==> config.mk <==
export PLATFORM = sky130hd
export DESIGN_NAME = ad9866_spi_responder
export DESIGN_NICKNAME = d
export VERILOG_FILES = /design/src/rtl/ad9866_spi_responder.sv
export SDC_FILE = /design/constraint.sdc
export NUM_CORES = 1
export LEC_CHECK = 0
export CAP_MARGIN = 20
export CORE_MARGIN = 4
export CORE_UTILIZATION = 24
export CTS_BUF_LIST = sky130_fd_sc_hd__clkbuf_8
export DETAILED_ROUTE_END_ITERATION = 8
export DONT_BUFFER_PORTS = 1
export GPL_TIMING_DRIVEN = 0
export PLACE_DENSITY = 0.41
export SLEW_MARGIN = 40
export SYNTH_ARGS = -nofsm -noshare
export SYNTH_HDL_FRONTEND = slang
export SYNTH_SLANG_ARGS = --single-unit
==> constraint.sdc <==
create_clock -name clk -period 18.2 [get_ports clk]
set_input_delay 1.82 -clock clk [delete_from_list [all_inputs] [get_ports clk]]
set_output_delay 1.82 -clock clk [all_outputs]
set_load 0.05 [all_outputs]
==> src/rtl/ad9866_spi_responder.sv <==
// ad9866_spi_responder
// SPI register-bank responder modelled on the AD9866 control port.
// A frame is 16 bits, MSB first: R/W, two ignored bits, a 5-bit address,
// then 8 data bits. Writes update an internal register bank, and register
// GAIN_ADDR bits [5:0] drive pga_gain. Reads shift the addressed register
// out on sdo.
//
// Build option: define AD9866_SPI_SYNC_EN to put 2-flop synchronizers on
// sclk, sen_n and sdio when the initiator runs from an unrelated clock.
// In that build, sclk high and low phases must each last at least 3 clk.
// Without the macro, the raw pins are used directly and sclk phases may be
// as short as 1 clk.
//
// Write-report semantics: reg_wr_strobe is high for exactly one clk for each
// accepted write. reg_wr_addr and reg_wr_data are valid in that same clk and
// hold their value until the next accepted write. There is no back-pressure.
module ad9866_spi_responder #(
  parameter int         NREGS     = 20,
  parameter logic [4:0] GAIN_ADDR = 5'h0a
) (
  input  logic       clk,
  input  logic       reset,
  input  logic       sclk,
  input  logic       sen_n,
  input  logic       sdio,
  output logic       sdo,
  output logic [5:0] pga_gain,
  output logic       reg_wr_strobe,
  output logic [4:0] reg_wr_addr,
  output logic [7:0] reg_wr_data,
  output logic       frame_err
);

  typedef enum logic [1:0] {IDLE, ADDR, DATA, DONE} state_t;

  logic sclk_s;
  logic sen_s;
  logic sdio_s;

`ifdef AD9866_SPI_SYNC_EN
  logic [1:0] sclk_sync;
  logic [1:0] sen_sync;
  logic [1:0] sdio_sync;

  // Two-flop synchronizers. All three pins share the same latency, so data
  // stays aligned with the sclk edge that qualifies it.
  always_ff @(posedge clk or posedge reset) begin
    if (reset) begin
      sclk_sync <= '0;
      sen_sync  <= '0;
      sdio_sync <= '0;
    end else begin
      sclk_sync <= {sclk_sync[0], sclk};
      sen_sync  <= {sen_sync[0], sen_n};
      sdio_sync <= {sdio_sync[0], sdio};
    end
  end

  assign sclk_s = sclk_sync[1];
  assign sen_s  = sen_sync[1];
  assign sdio_s = sdio_sync[1];
`else
  assign sclk_s = sclk;
  assign sen_s  = sen_n;
  assign sdio_s = sdio;
`endif

  logic sclk_d;
  logic sen_d;

  // One-clk delayed copies for edge detection. sen_d resets low on purpose:
  // a sen_n still held low when reset is released produces no falling edge,
  // so the block waits for a fresh frame start.
  always_ff @(posedge clk or posedge reset) begin
    if (reset) begin
      sclk_d <= 1'b0;
      sen_d  <= 1'b0;
    end else begin
      sclk_d <= sclk_s;
      sen_d  <= sen_s;
    end
  end

  logic sen_fall;
  logic sen_rise;
  logic sclk_rise;
  logic sclk_fall;

  assign sen_fall  = sen_d & ~sen_s;
  assign sen_rise  = ~sen_d & sen_s;
  // sclk activity is only meaningful inside a frame (sen_n low).
  assign sclk_rise = sclk_s & ~sclk_d & ~sen_s;
  assign sclk_fall = ~sclk_s & sclk_d & ~sen_s;

  state_t      state;
  logic [4:0]  bit_cnt;
  logic [6:0]  shift_sr;
  logic        rw;
  logic [4:0]  addr;
  logic [7:0]  rd_sr;
  logic [7:0]  regs [32];

  // The byte completed by the current sample: the seven earlier bits plus
  // the live sdio value.
  logic [7:0] byte_now;
  logic [4:0] addr_now;
  logic       addr_now_ok;
  logic       addr_ok;
  logic [7:0] rd_val;

  assign byte_now    = {shift_sr, sdio_s};
  assign addr_now    = byte_now[4:0];
  assign addr_now_ok = {27'd0, addr_now} < 32'(NREGS);
  assign addr_ok     = {27'd0, addr} < 32'(NREGS);
  assign rd_val      = addr_now_ok ? regs[addr_now] : 8'h00;

  // Register GAIN_ADDR. Unimplemented addresses never get written, so they
  // read as zero.
  assign pga_gain = regs[GAIN_ADDR][5:0];

  // Frame FSM, register bank and all registered outputs.
  // sen_n edges take priority over any sclk edge in the same clk.
  always_ff @(posedge clk or posedge reset) begin
    if (reset) begin
      state         <= IDLE;
      bit_cnt       <= 5'd0;
      shift_sr      <= 7'd0;
      rw            <= 1'b0;
      addr          <= 5'd0;
      rd_sr         <= 8'h00;
      sdo           <= 1'b0;
      reg_wr_strobe <= 1'b0;
      reg_wr_addr   <= 5'd0;
      reg_wr_data   <= 8'h00;
      frame_err     <= 1'b0;
      for (int i = 0; i < 32; i++) regs[i] <= 8'h00;
    end else begin
      reg_wr_strobe <= 1'b0;
      frame_err     <= 1'b0;
      if (sen_rise) begin
        state <= IDLE;
        sdo   <= 1'b0;
        // ADDR and DATA both mean that fewer than 16 bits were counted.
        if (state == ADDR || state == DATA) frame_err <= 1'b1;
      end else if (sen_fall) begin
        state    <= ADDR;
        bit_cnt  <= 5'd0;
        shift_sr <= 7'd0;
        sdo      <= 1'b0;
      end else begin
        case (state)
          ADDR: begin
            if (sclk_rise) begin
              shift_sr <= byte_now[6:0];
              bit_cnt  <= bit_cnt + 5'd1;
              if (bit_cnt == 5'd7) begin
                state <= DATA;
                rw    <= byte_now[7];
                addr  <= addr_now;
                rd_sr <= rd_val;
              end
            end
          end
          DATA: begin
            if (sclk_rise) begin
              shift_sr <= byte_now[6:0];
              bit_cnt  <= bit_cnt + 5'd1;
              if (bit_cnt == 5'd15) begin
                state <= DONE;
                sdo   <= 1'b0;
                if (!rw && addr_ok) begin
                  regs[addr]    <= byte_now;
                  reg_wr_strobe <= 1'b1;
                  reg_wr_addr   <= addr;
                  reg_wr_data   <= byte_now;
                end
              end
            end else if (sclk_fall && rw) begin
              sdo   <= rd_sr[7];
              rd_sr <= {rd_sr[6:0], 1'b0};
            end
          end
          DONE: begin
            // Bits beyond 16 are ignored. bit_cnt stays saturated at 16.
            sdo <= 1'b0;
          end
          default: begin
            sdo <= 1'b0;
          end
        endcase
      end
    end
  end

endmodule

# Yosys cells after proc, flatten, opt, wreduce, memory -nomap -nowiden
# Index checks and enable logic that the tools add are counted.
# W data, S select, Z words.
# word_totals
reg_bits,302
input_bits,5
out_inout_bits,22
elab_cells,135
# classes
n_lt_le_gt_ge,5
addsub,1
muxes,39
reduce_logical,16
bitwise,14
eq_ne,15
# op_table
cell,n
$bwmux W256,1
$mux W8,8
$bmux W8 S5,1
$demux W8 S5,1
$mux W7,3
$pmux W8 S2,1
$mux W5,3
$mux W1,13
$ge A6 B6 Y1 const B,2
$mux W2,6
$not A5 Y6,2
$lt A5 B5 Y1 const B,2
$ne A5 B4 Y1 const B,2
$reduce_and A5 Y1,2
$ne A4 B3 Y1 const B,2
$ne A4 B4 Y1 const B,2
$reduce_and A7 Y1,1
$and A1 B1 Y1,6
$lt A6 B1 Y1 const B,1
$not A1 Y1,6
$reduce_and A3 Y1,2
$reduce_and A6 Y1,1
$reduce_bool A2 Y1,3
$add A5 B1 Y5 const B,1
14 further kinds,18

# Depth between registers and ports, before layout
# Gate-level depths: netlist (run 1).
# depth
depth_word,9
mapped_depth,9
ltp_nobuf,8

# Least setup slack after synthesis (run 1)
# Ideal clock, no wire load.
# synth_path
path_kind,in2reg
start,input sen_n
end,register regs[136] (netlist name)
slack_ns,14.516
stages,8
t_arrival_ns,3.560
setup_time_ns,0.125
required_time_ns,18.075
path_buffers,1
cell_sequence,inv_1 > ha_1 > and2_1 > nand2_1 > nor3b_1 > nor2b_1 > buf_4 > mux2_2
# synth_via
elab_chain_cells,4
word_cells_on_any_way,7
classes_between,bitwise (6); reduce/logical (1)
# synth_rtl
item,line_no,text
start: declaration,24,"input logic sen_n,"
$not A1 Y1,"89, 92",
$and A1 B1 Y1,89,assign sen_fall = sen_d & ~sen_s;
$not A1 Y1 (no source line),-,
$reduce_and A6 Y1 (no source line) (*),-,
end signal: indexed assignment,172,regs[addr] <= byte_now;
end: declaration,101,logic [7:0] regs [32];
# Every way passes the cells marked *; elsewhere a longest branch is shown, timed or not.
# A chain may end at the register's enable or synchronous reset.

# Final worst setup path (run 1)
# layout_path
start,input sen_n
end,register regs[108] (netlist name)
# Same word-level chain as after synthesis.

==> results of run 1 <==
## layout make-up
type                            count  area [sq um]
Timing Repair Buffer                5          98.8
Clock buffer                       48           661
Tap cell                          518           648
Sequential cell                   206          5150
Buffer                             50           246
Multi-Input combinational cell    422          4140
Fill cell                        4051         27900
Clock inverter                     20           143
Antenna cell                        2          5.00
Inverter                            8          37.5
## cells in the mapped netlist (3+ instances only)
master,count
buf_2,5
nand2_2,7
inv_1,7
mux4_2,22
a21oi_1,4
a22o_1,9
buf_4,12
a22oi_1,11
nand2b_1,4
nand4_1,17
or2b_1,3
dfrtp_1,206
nor4_1,3
mux2_2,185
nand2_1,46
mux2i_1,39
o21ai_0,5
clkbuf_1,30
nor3b_1,3
nor2b_1,8
o311a_1,7
and2_1,3
nand3_1,5
nor2_1,12
ha_1,6
## power breakdown
part | total (mW) | switching [mW] | internal, mW
Clock | 0.471 | 0.205 | 0.266
Combinational | 0.0992 | 0.0675 | 0.0316
Sequential | 0.474 | 0.00813 | 0.466
Total | 1.04 | 0.280 | 0.764
## routing by layer
metal	share of wire, %	global-route usage [%]
met3	3.8	2.04
met1	47	17.9
met5	0	0
met4	2.1	3.72
met2	47	20.4
## placed cells by master, fill, tap and decap left out, types with 7 or more instances in the layout
cell      synthesis  routed
mux2_2          185     185
nand2_1          46      46
nor2b_1           8       8
a22o_1            9       9
nand2_2           7       7
a22oi_1          11      11
nor2_1           12      12
clkbuf_8          0      48
o311a_1           7       7
inv_1             7      21
nand4_1          17      17
mux4_2           22      22
dfrtp_1         206     206
clkbuf_1         30      27
mux2i_1          39      39
buf_4            12      12
## logic make-up after synthesis
family | synth area share, %
adder cells (fa/ha/maj) | 0.787
AO/OA/AOI/OAI | 3.45
buffers and inverters | 2.86
multiplexers | 31.2
AND/OR/NAND/NOR | 7.64
flip-flops | 54.0
## worst register-to-register path, stage by stage (launching register included)
cell and delay (ns):
dfrtp_1 0.39, ha_1 0.20, and3_1 0.16, ha_1 0.20, and2_1 0.17, nand4_1 0.34, nor4b_4 0.67, nand3b_2 0.41
mux2_2 0.38
## sequential cells by signal (all words and copies together) (netlist names)
name / flops
rd_sr: 8
reg_wr_data: 8
reg_wr_strobe: 1
shift_sr: 7
rw: 1
sclk_d: 1
frame_err: 1
regs: 154
bit_cnt: 5
sdo: 1
sen_d: 1
pga_gain: 6
state: 2
addr: 5
reg_wr_addr: 5
## worst max-delay path by stage
| stage | end |
|---|---|
| floorplan | addr[0] |
| global placement | sdo |
| detailed placement | regs[111] |
| CTS | regs[106] |
| global route | rd_sr[3] |
| finish | regs[108] |
==> qor.csv, run 1 <==
stage;metric;value;unit
critical_path;ff2ff_setup_slack;15.15;ns
critical_path;regToRegStartpoint;bit_cnt[0];
clock_tree;htreeDepth;2;
placement;dp_cells;1208;
routing;drt_pass1_iterations;4;
clock_tree;post-cts-setup-buffers;0;
synth;synthesis.nets;697;
synth;synth-seq-area-share;54.0;%
critical_path;arrival;4.15;ns
floorplan;die_x;207;microns
sta;fin_skew;0.0240;ns
worst_hold_path;hold_depth;1;
floorplan;core.rowCount;72;
critical_path;crit_type;in2reg;
worst_hold_path;hp-start;regs[104];
routing;first_iter_violations;233;
sta;finalCritPeriodShare;20.5;%
sta;whs;0.498;ns
critical_path;critical_path_required;18.62;ns
critical_path;reg2reg_depth;8;
clock_tree;insertion_delay;0.55;ns
pwr;total_power;1.04;mW
clock_tree;cts_resized;0;
synth;async_reset_ff_share;100;%
grt;gr-total-overflow;0;
sta;fin_tns_setup;0;ns
synth;yosysTopAreaCell;dfrtp_1;
sta;drv_slew;0;
grt;grt_max_degree;70;
routing;drc;0;
worst_hold_path;min_path_type;reg2reg;
floorplan;die_height;207;microns
routing;drt_wl_total;27400;microns
sta;final-setup-viol-count;0;
routing;ant_nets;0;
synth;ys.warnings.count;0;
pwr;ir_drop;38.4;uV
routing;via_per_inst;4.55;
routing;wire_per_inst;21.4;microns
critical_path;r2r_end;regs[108];
clock_tree;cts_hold_buf;0;
sta;worst_pin_slew;0.865;ns
synth;synthFlopType;dfrtp_1;
finish;stdcell_area;11100;sq um
sta;period_needed;3.73;ns
clock_tree;clock_sinks;206;
placement;post-place-ws;13.94;ns
finish;final_layout_size_suffix_gt1_share;40.7;%
critical_path;cp.depth;7;
sta;rsz0062_at_grt;no;
grt;grt_pass1_wl;41900;microns
clock_tree;clkTransAtPathRegs;0.05;ns
routing;vias;5819;
placement;dpl.hpwl;18700;microns
grt;grt_pass1_vias;6311;
critical_path;max_stage_delay;0.67;ns
sta;relSlewSlack;42.1;%
critical_path;cp_max_fo;8;
floorplan;die_area;43000;sq um
placement;finalWeightedCongestion;0.755;
synth;synth_area_leaders;dfrtp_1 (54%), mux2_2 (22%), mux4_2 (5.2%), mux2i_1 (4.1%), nand2_1 (1.8%);
synth;ys_types;47;
synth;synthCells;686;
critical_path;startpoint;sen_n;
synth;synth_edf_count;0;
synth;avgSynthCellArea;13.9;sq um
pwr;leakage;5.27;nW
critical_path;crit_buf_inv;1;
floorplan;initial_core_util;24.5;%
sta;layout_setup_ws;14.47;ns
grt;antenna_found_initial;1;
clock_tree;clockBufferDepth;3;
sta;finalHoldViolCount;0;
finish;nets;745;
grt;track_usage;12.7;%
critical_path;worst_path_max_delay_cell;nor4b_4;
placement;placed_cell_area;10300;sq um
synth;post-synth-top-area-fraction;54.0;%
critical_path;path_cells;inv_1 > ha_1 > and2_1 > nand4_1 > nor4b_4 > nand3b_2 > mux2_2;
critical_path;critPathTopFamily;simple AND/OR/NAND/NOR gates;
finish;finish.utilization;28.6;%
pwr;powerDensity;93.7;nW/um^2
outcome;outcome;finished clean;
clock_tree;cts_root_buf;clkbuf_8;
floorplan;io_pins;27;
sta;fmax;268;MHz
floorplan;core_region_area;39000;sq um
synth;synth_seq_cells;206;
critical_path;start_kind;primary input;
finish;stdcell_count;1279;
worst_hold_path;whs_endpoint;regs[104];
clock_tree;tritoncts;done;
clock_tree;cts_buffers;41;
synth;syn_area;9540;sq um
job;max-cap-violations;0;
critical_path;cp-end-kind;flop;
finish;area_delta_synth_final;16.7;%
placement;io_buffers;0;
Power figures use the tool's default switching activity.
==> run 2: changes to the inputs <==
Settings changed: PLACE_DENSITY 0.41 to 0.42.
Clock period 18.2 ns to 3.35 ns, I/O delays scaled along.
==> qor.csv, run 2 (synthesis results as in run 1) <==
stage;metric;value;unit
clock_tree;insertion_delay;0.55;ns
sta;final-setup-viol-count;0;
critical_path;worst_path_max_delay_cell;nor4b_4;
finish;largest_reg_flops;154;
floorplan;die_height;207;microns
placement;finalWeightedCongestion;0.796;
clock_tree;tritoncts;done;
clock_tree;clock_sinks;206;
critical_path;arrival;3.36;ns
critical_path;critPathTopFamily;simple AND/OR/NAND/NOR gates;
critical_path;reg2reg_depth;9;
clock_tree;htreeDepth;2;
sta;fin_skew;0.0276;ns
finish;nets;753;
clock_tree;cts_root_buf;clkbuf_8;
critical_path;r2r_end;regs[98];
critical_path;path_cells;ha_1 > and3_1 > ha_1 > and2_1 > nand4_1 > nor4b_4 > and3_1 > buf_4 > mux2_2;
finish;stdcell_count;1290;
grt;grt_pass1_vias;6258;
finish;top_register;regs;
pwr;ir_drop;181;uV
grt;antenna_found_initial;1;
outcome;outcome;finished clean;
sta;fmax;339;MHz
sta;drv_slew;0;
pwr;powerDensity;497;nW/um^2
routing;wire_per_inst;21.1;microns
routing;ant_nets;0;
critical_path;crit_buf_inv;1;
finish;final_layout_size_suffix_gt1_share;41.3;%
placement;io_buffers;0;
finish;most-common-layout-cells;dfrtp_1 (206), mux2_2 (185), clkbuf_8 (48);
grt;track_usage;12.6;%
worst_hold_path;min_path_type;in2reg;
floorplan;core.rowCount;72;
placement;dpl.hpwl;19100;microns
floorplan;core_region_area;39000;sq um
sta;period_needed;2.95;ns
finish;reg_top3;regs x154, rd_sr x8, reg_wr_data x8;
clock_tree;cts_resized;0;
sta;rsz0062_at_grt;no;
finish;area_delta_synth_final;18.6;%
worst_hold_path;whs_endpoint;bit_cnt[4];
worst_hold_path;hold_depth;4;
pwr;total_power;5.62;mW
critical_path;cp_max_fo;8;
finish;final_common_cell;dfrtp_1;
routing;drt_wl_total;27200;microns
sta;finalCritPeriodShare;87.9;%
floorplan;die_area;43000;sq um
routing;drt_pass1_iterations;4;
pwr;leakage;5.36;nW
sta;whs;0.217;ns
grt;grt_max_degree;25;
floorplan;io_pins;27;
critical_path;max_stage_delay;0.63;ns
routing;first_iter_violations;241;
routing;drc;0;
routing;vias;5864;
sta;worst_pin_slew;0.926;ns
placement;dp_cells;1216;
clock_tree;clkTransAtPathRegs;0.06;ns
critical_path;regToRegStartpoint;bit_cnt[0];
routing;via_per_inst;4.55;
sta;relSlewSlack;38.0;%
sta;finalHoldViolCount;0;
critical_path;crit_type;reg2reg;
grt;gr-total-overflow;0;
worst_hold_path;hp-start;sen_n;
floorplan;initial_core_util;24.5;%
job;max-cap-violations;0;
critical_path;critical_path_required;3.76;ns
finish;n_fill_cell;3956;
clock_tree;cts_buffers;39;
floorplan;die_x;207;microns
critical_path;ff2ff_setup_slack;0.40;ns
critical_path;cp-end-kind;flop;
grt;grt_pass1_wl;41400;microns
clock_tree;clockBufferDepth;3;
sta;fin_tns_setup;0;ns
critical_path;start_kind;flop;
## run 2: cell count changes in the layout (fill, tap and decap cells not counted)
cell           change
clkbuf_1           -1
buf_6              -1
bufinv_16          -1
dlygate4sd3_1      +3
buf_8              +1
inv_8              -1
buf_16             +3
clkinv_2           +2
clkinvlp_4         -1
inv_6              +2
buf_12             +4
clkbuf_2           +1
## run 2: worst min-delay path, cell delays in order
cell	delay, ns
ha_1	0.14
nor2_1	0.07
nand2_1	0.09
o21ai_0	0.08
## run 2: final cells by class
type	instances	area, sq um	area share [%]
inverters	8	33.8	0.299
diodes	2	5.00	0.0442
well taps	518	648	5.73
repair buffers	15	295	2.61
plain buffers	50	248	2.19
multi-input cells	422	4140	36.6
flip-flops and latches	206	5150	45.6
clock inverters	21	125	1.11
clock buffers	48	661	5.84
## run 2: worst max path at each step
stage	startpoint	endpoint	slack, ns	cells past startpoint
after floorplan	reset	addr[0]	0.34	1
after global placement	reset	bit_cnt[2]	-1.15	1
after detailed placement	bit_cnt[0]	regs[97]	0.42	9
after CTS	bit_cnt[0]	regs[98]	0.41	9
after global routing	bit_cnt[0]	regs[98]	0.29	9
final	bit_cnt[0]	regs[98]	0.40	9
## run 2: what timing repair did
| action | in CTS | in global routing |
|---|---|---|
| hold endpoints to repair | 44 | 0 |
| hold buffers | 3 | 0 |
| setup buffers | 0 | 0 |
## run 2: routing by layer
| layer | vias up | global-route usage (%) | part of all wire, % | wire length [microns] |
|---|---|---|---|---|
| met5 | - | 0 | 0 | 0 |
| met4 | 0 | 4.65 | 3.5 | 946 |
| met3 | 57 | 2.39 | 3.5 | 941 |
| met2 | 93 | 20.0 | 46 | 12600 |
| met1 | 3073 | 17.2 | 47 | 12700 |
| li1 | 2641 | - | - | - |
## run 2: power by group
| group | total [mW] | switching [mW] | internal (mW) |
|---|---|---|---|
| clock network | 2.48 | 1.11 | 1.38 |
| registers | 2.57 | 0.0435 | 2.53 |
| logic | 0.565 | 0.371 | 0.194 |
| total | 5.62 | 1.52 | 4.10 |
## run 2: through the flow
| stage | instance area [sq um] | setup WS, ns | util [%] |
|---|---|---|---|
| after CTS | 11300 | 0.406 | 29.0 |
| after global placement | 10200 | -1.15 | 26.1 |
| final | 11300 | 0.404 | 29.0 |
| after global routing | 11300 | 0.291 | 29.0 |
| after floorplan | 9550 | 0.343 | - |
| after detailed placement | 10500 | 0.424 | 26.9 |
==> run 3: changes to the inputs <==
Settings changed: ABC_AREA set to 1.
==> qor.csv, run 3 <==
stage;metric;value;unit
outcome;outcome;finished clean;
finish;antenna_cells;0;
sta;fin_tns_setup;0;ns
routing;vias;8372;
finish;largest_reg_flops;154;
synth;synth_area_leaders;dfrtp_1 (51%), nand2_1 (15%), nand3_1 (5.4%), o21ai_0 (4.9%), o21ai_1 (4.8%);
pwr;total_power;5.75;mW
grt;gr-total-overflow;0;
synth;synth_edf_count;0;
synth;ys_types;28;
synth;synth-seq-area-share;50.8;%
critical_path;max_stage_delay;0.39;ns
synth;synthTopCellsByCount;nand2_1 (418), dfrtp_1 (206), inv_1 (129);
floorplan;die_x;214;microns
clock_tree;clock_sinks;206;
critical_path;path_cells;ha_1 > nand2_1 > nor2_1 > ha_1 > inv_1 > nor3_2 > buf_4 > nand3_4 > buf_2 > nand2_1 > o21ai_1;
sta;worst_pin_slew;0.861;ns
floorplan;io_pins;27;
floorplan;initial_core_util;24.2;%
finish;ff_latch_area;5150;sq um
finish;reg_top3;regs x154, rd_sr x8, reg_wr_data x8;
pwr;powerDensity;483;nW/um^2
finish;top_register;regs;
sta;finalHoldViolCount;0;
synth;yosysMostFrequentCell;nand2_1;
routing;ant_nets;0;
finish;stdcell_area;11900;sq um
sta;rsz0062_at_grt;no;
critical_path;cp_max_fo;10;
placement;post-place-ws;0.950;ns
floorplan;die_area;45600;sq um
finish;final_layout_size_suffix_gt1_share;9.91;%
clock_tree;insertion_delay;0.57;ns
routing;drc;0;
clock_tree;htreeDepth;2;
sta;whs;0.176;ns
worst_hold_path;min_path_type;in2reg;
sta;relSlewSlack;42.6;%
critical_path;arrival;2.78;ns
synth;synthFlopType;dfrtp_1;
routing;wire_per_inst;17.3;microns
finish;nets;1337;
grt;grt_pass1_wl;51000;microns
synth;async_reset_ff_share;100;%
synth;syn_area;10100;sq um
floorplan;core_region_area;41900;sq um
synth;synthCells;1270;
grt;grt_pass1_vias;8452;
synth;synth_seq_cells;206;
clock_tree;clkTransAtPathRegs;0.06;ns
routing;drt_wl_total;32600;microns
grt;grt_max_degree;24;
placement;io_buffers;0;
sta;final-setup-viol-count;0;
critical_path;start_kind;flop;
finish;stdcell_count;1891;
clock_tree;cts_buffers;40;
finish;final_common_cell;nand2_1;
clock_tree;post-cts-setup-buffers;0;
floorplan;die_height;214;microns
placement;placed_cell_area;11100;sq um
finish;n_fill_cell;4611;
critical_path;critPathTopFamily;simple AND/OR/NAND/NOR gates;
clock_tree;cts_root_buf;clkbuf_8;
critical_path;crit_type;reg2reg;
placement;finalWeightedCongestion;0.874;
critical_path;crit_buf_inv;3;
finish;multi_input_area;3980;sq um
synth;ys.warnings.count;0;
clock_tree;clockBufferDepth;3;
synth;synthesis.nets;1281;
clock_tree;tritoncts;done;
clock_tree;cts_resized;0;
sta;period_needed;2.39;ns
pwr;leakage;5.34;nW
job;max-cap-violations;0;
synth;yosysTopAreaCell;dfrtp_1;
critical_path;cp-end-kind;flop;
finish;area_delta_synth_final;17.5;%
synth;post-synth-top-area-fraction;50.8;%
grt;antenna_found_initial;1;
placement;dpl.hpwl;23800;microns
sta;fmax;418;MHz
synth;avgSynthCellArea;7.98;sq um
sta;fin_skew;0.0316;ns
routing;first_iter_violations;698;
sta;finalCritPeriodShare;71.4;%
sta;layout_setup_ws;0.957;ns
critical_path;critical_path_required;3.74;ns
pwr;ir_drop;206;uV
routing;drt_pass1_iterations;5;
floorplan;core.rowCount;75;
routing;via_per_inst;4.43;
critical_path;worst_path_max_delay_cell;dfrtp_1;
grt;track_usage;14.5;%
placement;dp_cells;1820;
finish;finish.utilization;28.5;%
sta;drv_slew;0;
finish;most-common-layout-cells;nand2_1 (418), dfrtp_1 (206), inv_1 (138);
run 3: cell families (layout without fill, tap and decap cells):
group	after synthesis	after routing	synth area share [%]
compound gates	222	222	11.2
fa+ha+maj	6	6	0.740
buf+inv	217	299	9.97
xor+xnor	1	1	0.0864
simple gates	617	617	27.0
flops	206	206	50.8
mux	1	1	0.0987
run 3: routing by layer:
metal  GRT usage, %  wire length, microns  up-vias
met5              0                     0        -
met4           4.33                   822        0
met3           2.21                  1290       55
met2           24.2                 15400      158
met1           19.6                 15100     4003
li1               -                     -     4156
run 3: timing repair:
action	CTS	global route
hold endpoints to repair	35	0
hold buffers	3	0
setup endpoints to repair	0	0
run 3: final timing paths:
check	end	from	slack, ns	depth (start not counted)
max in group asynchronous	rd_sr[1]	reset	1.68	8
worst max register to register	regs[161]	bit_cnt[0]	0.96	11
worst min register to register	rd_sr[0]	rd_sr[0]	0.48	2
min in group asynchronous	pga_gain[3]	reset	0.27	2
worst max-delay path	regs[161]	bit_cnt[0]	0.96	11
worst min-delay path	reg_wr_strobe	sen_n	0.18	2
run 3: layout make-up:
class	count	share of cell area, %
Sequential cell	206	43.3
Buffer	85	4.35
Inverter	132	4.19
Clock inverter	18	0.914
Multi-Input combinational cell	847	33.4
Tap cell	539	5.66
Clock buffer	50	5.78
Timing Repair Buffer	14	2.44
run 3: where the power goes:
group	switching, mW	internal (mW)
sequential	0.0629	2.54
clock	1.13	1.42
combinational	0.430	0.173
total	1.62	4.13
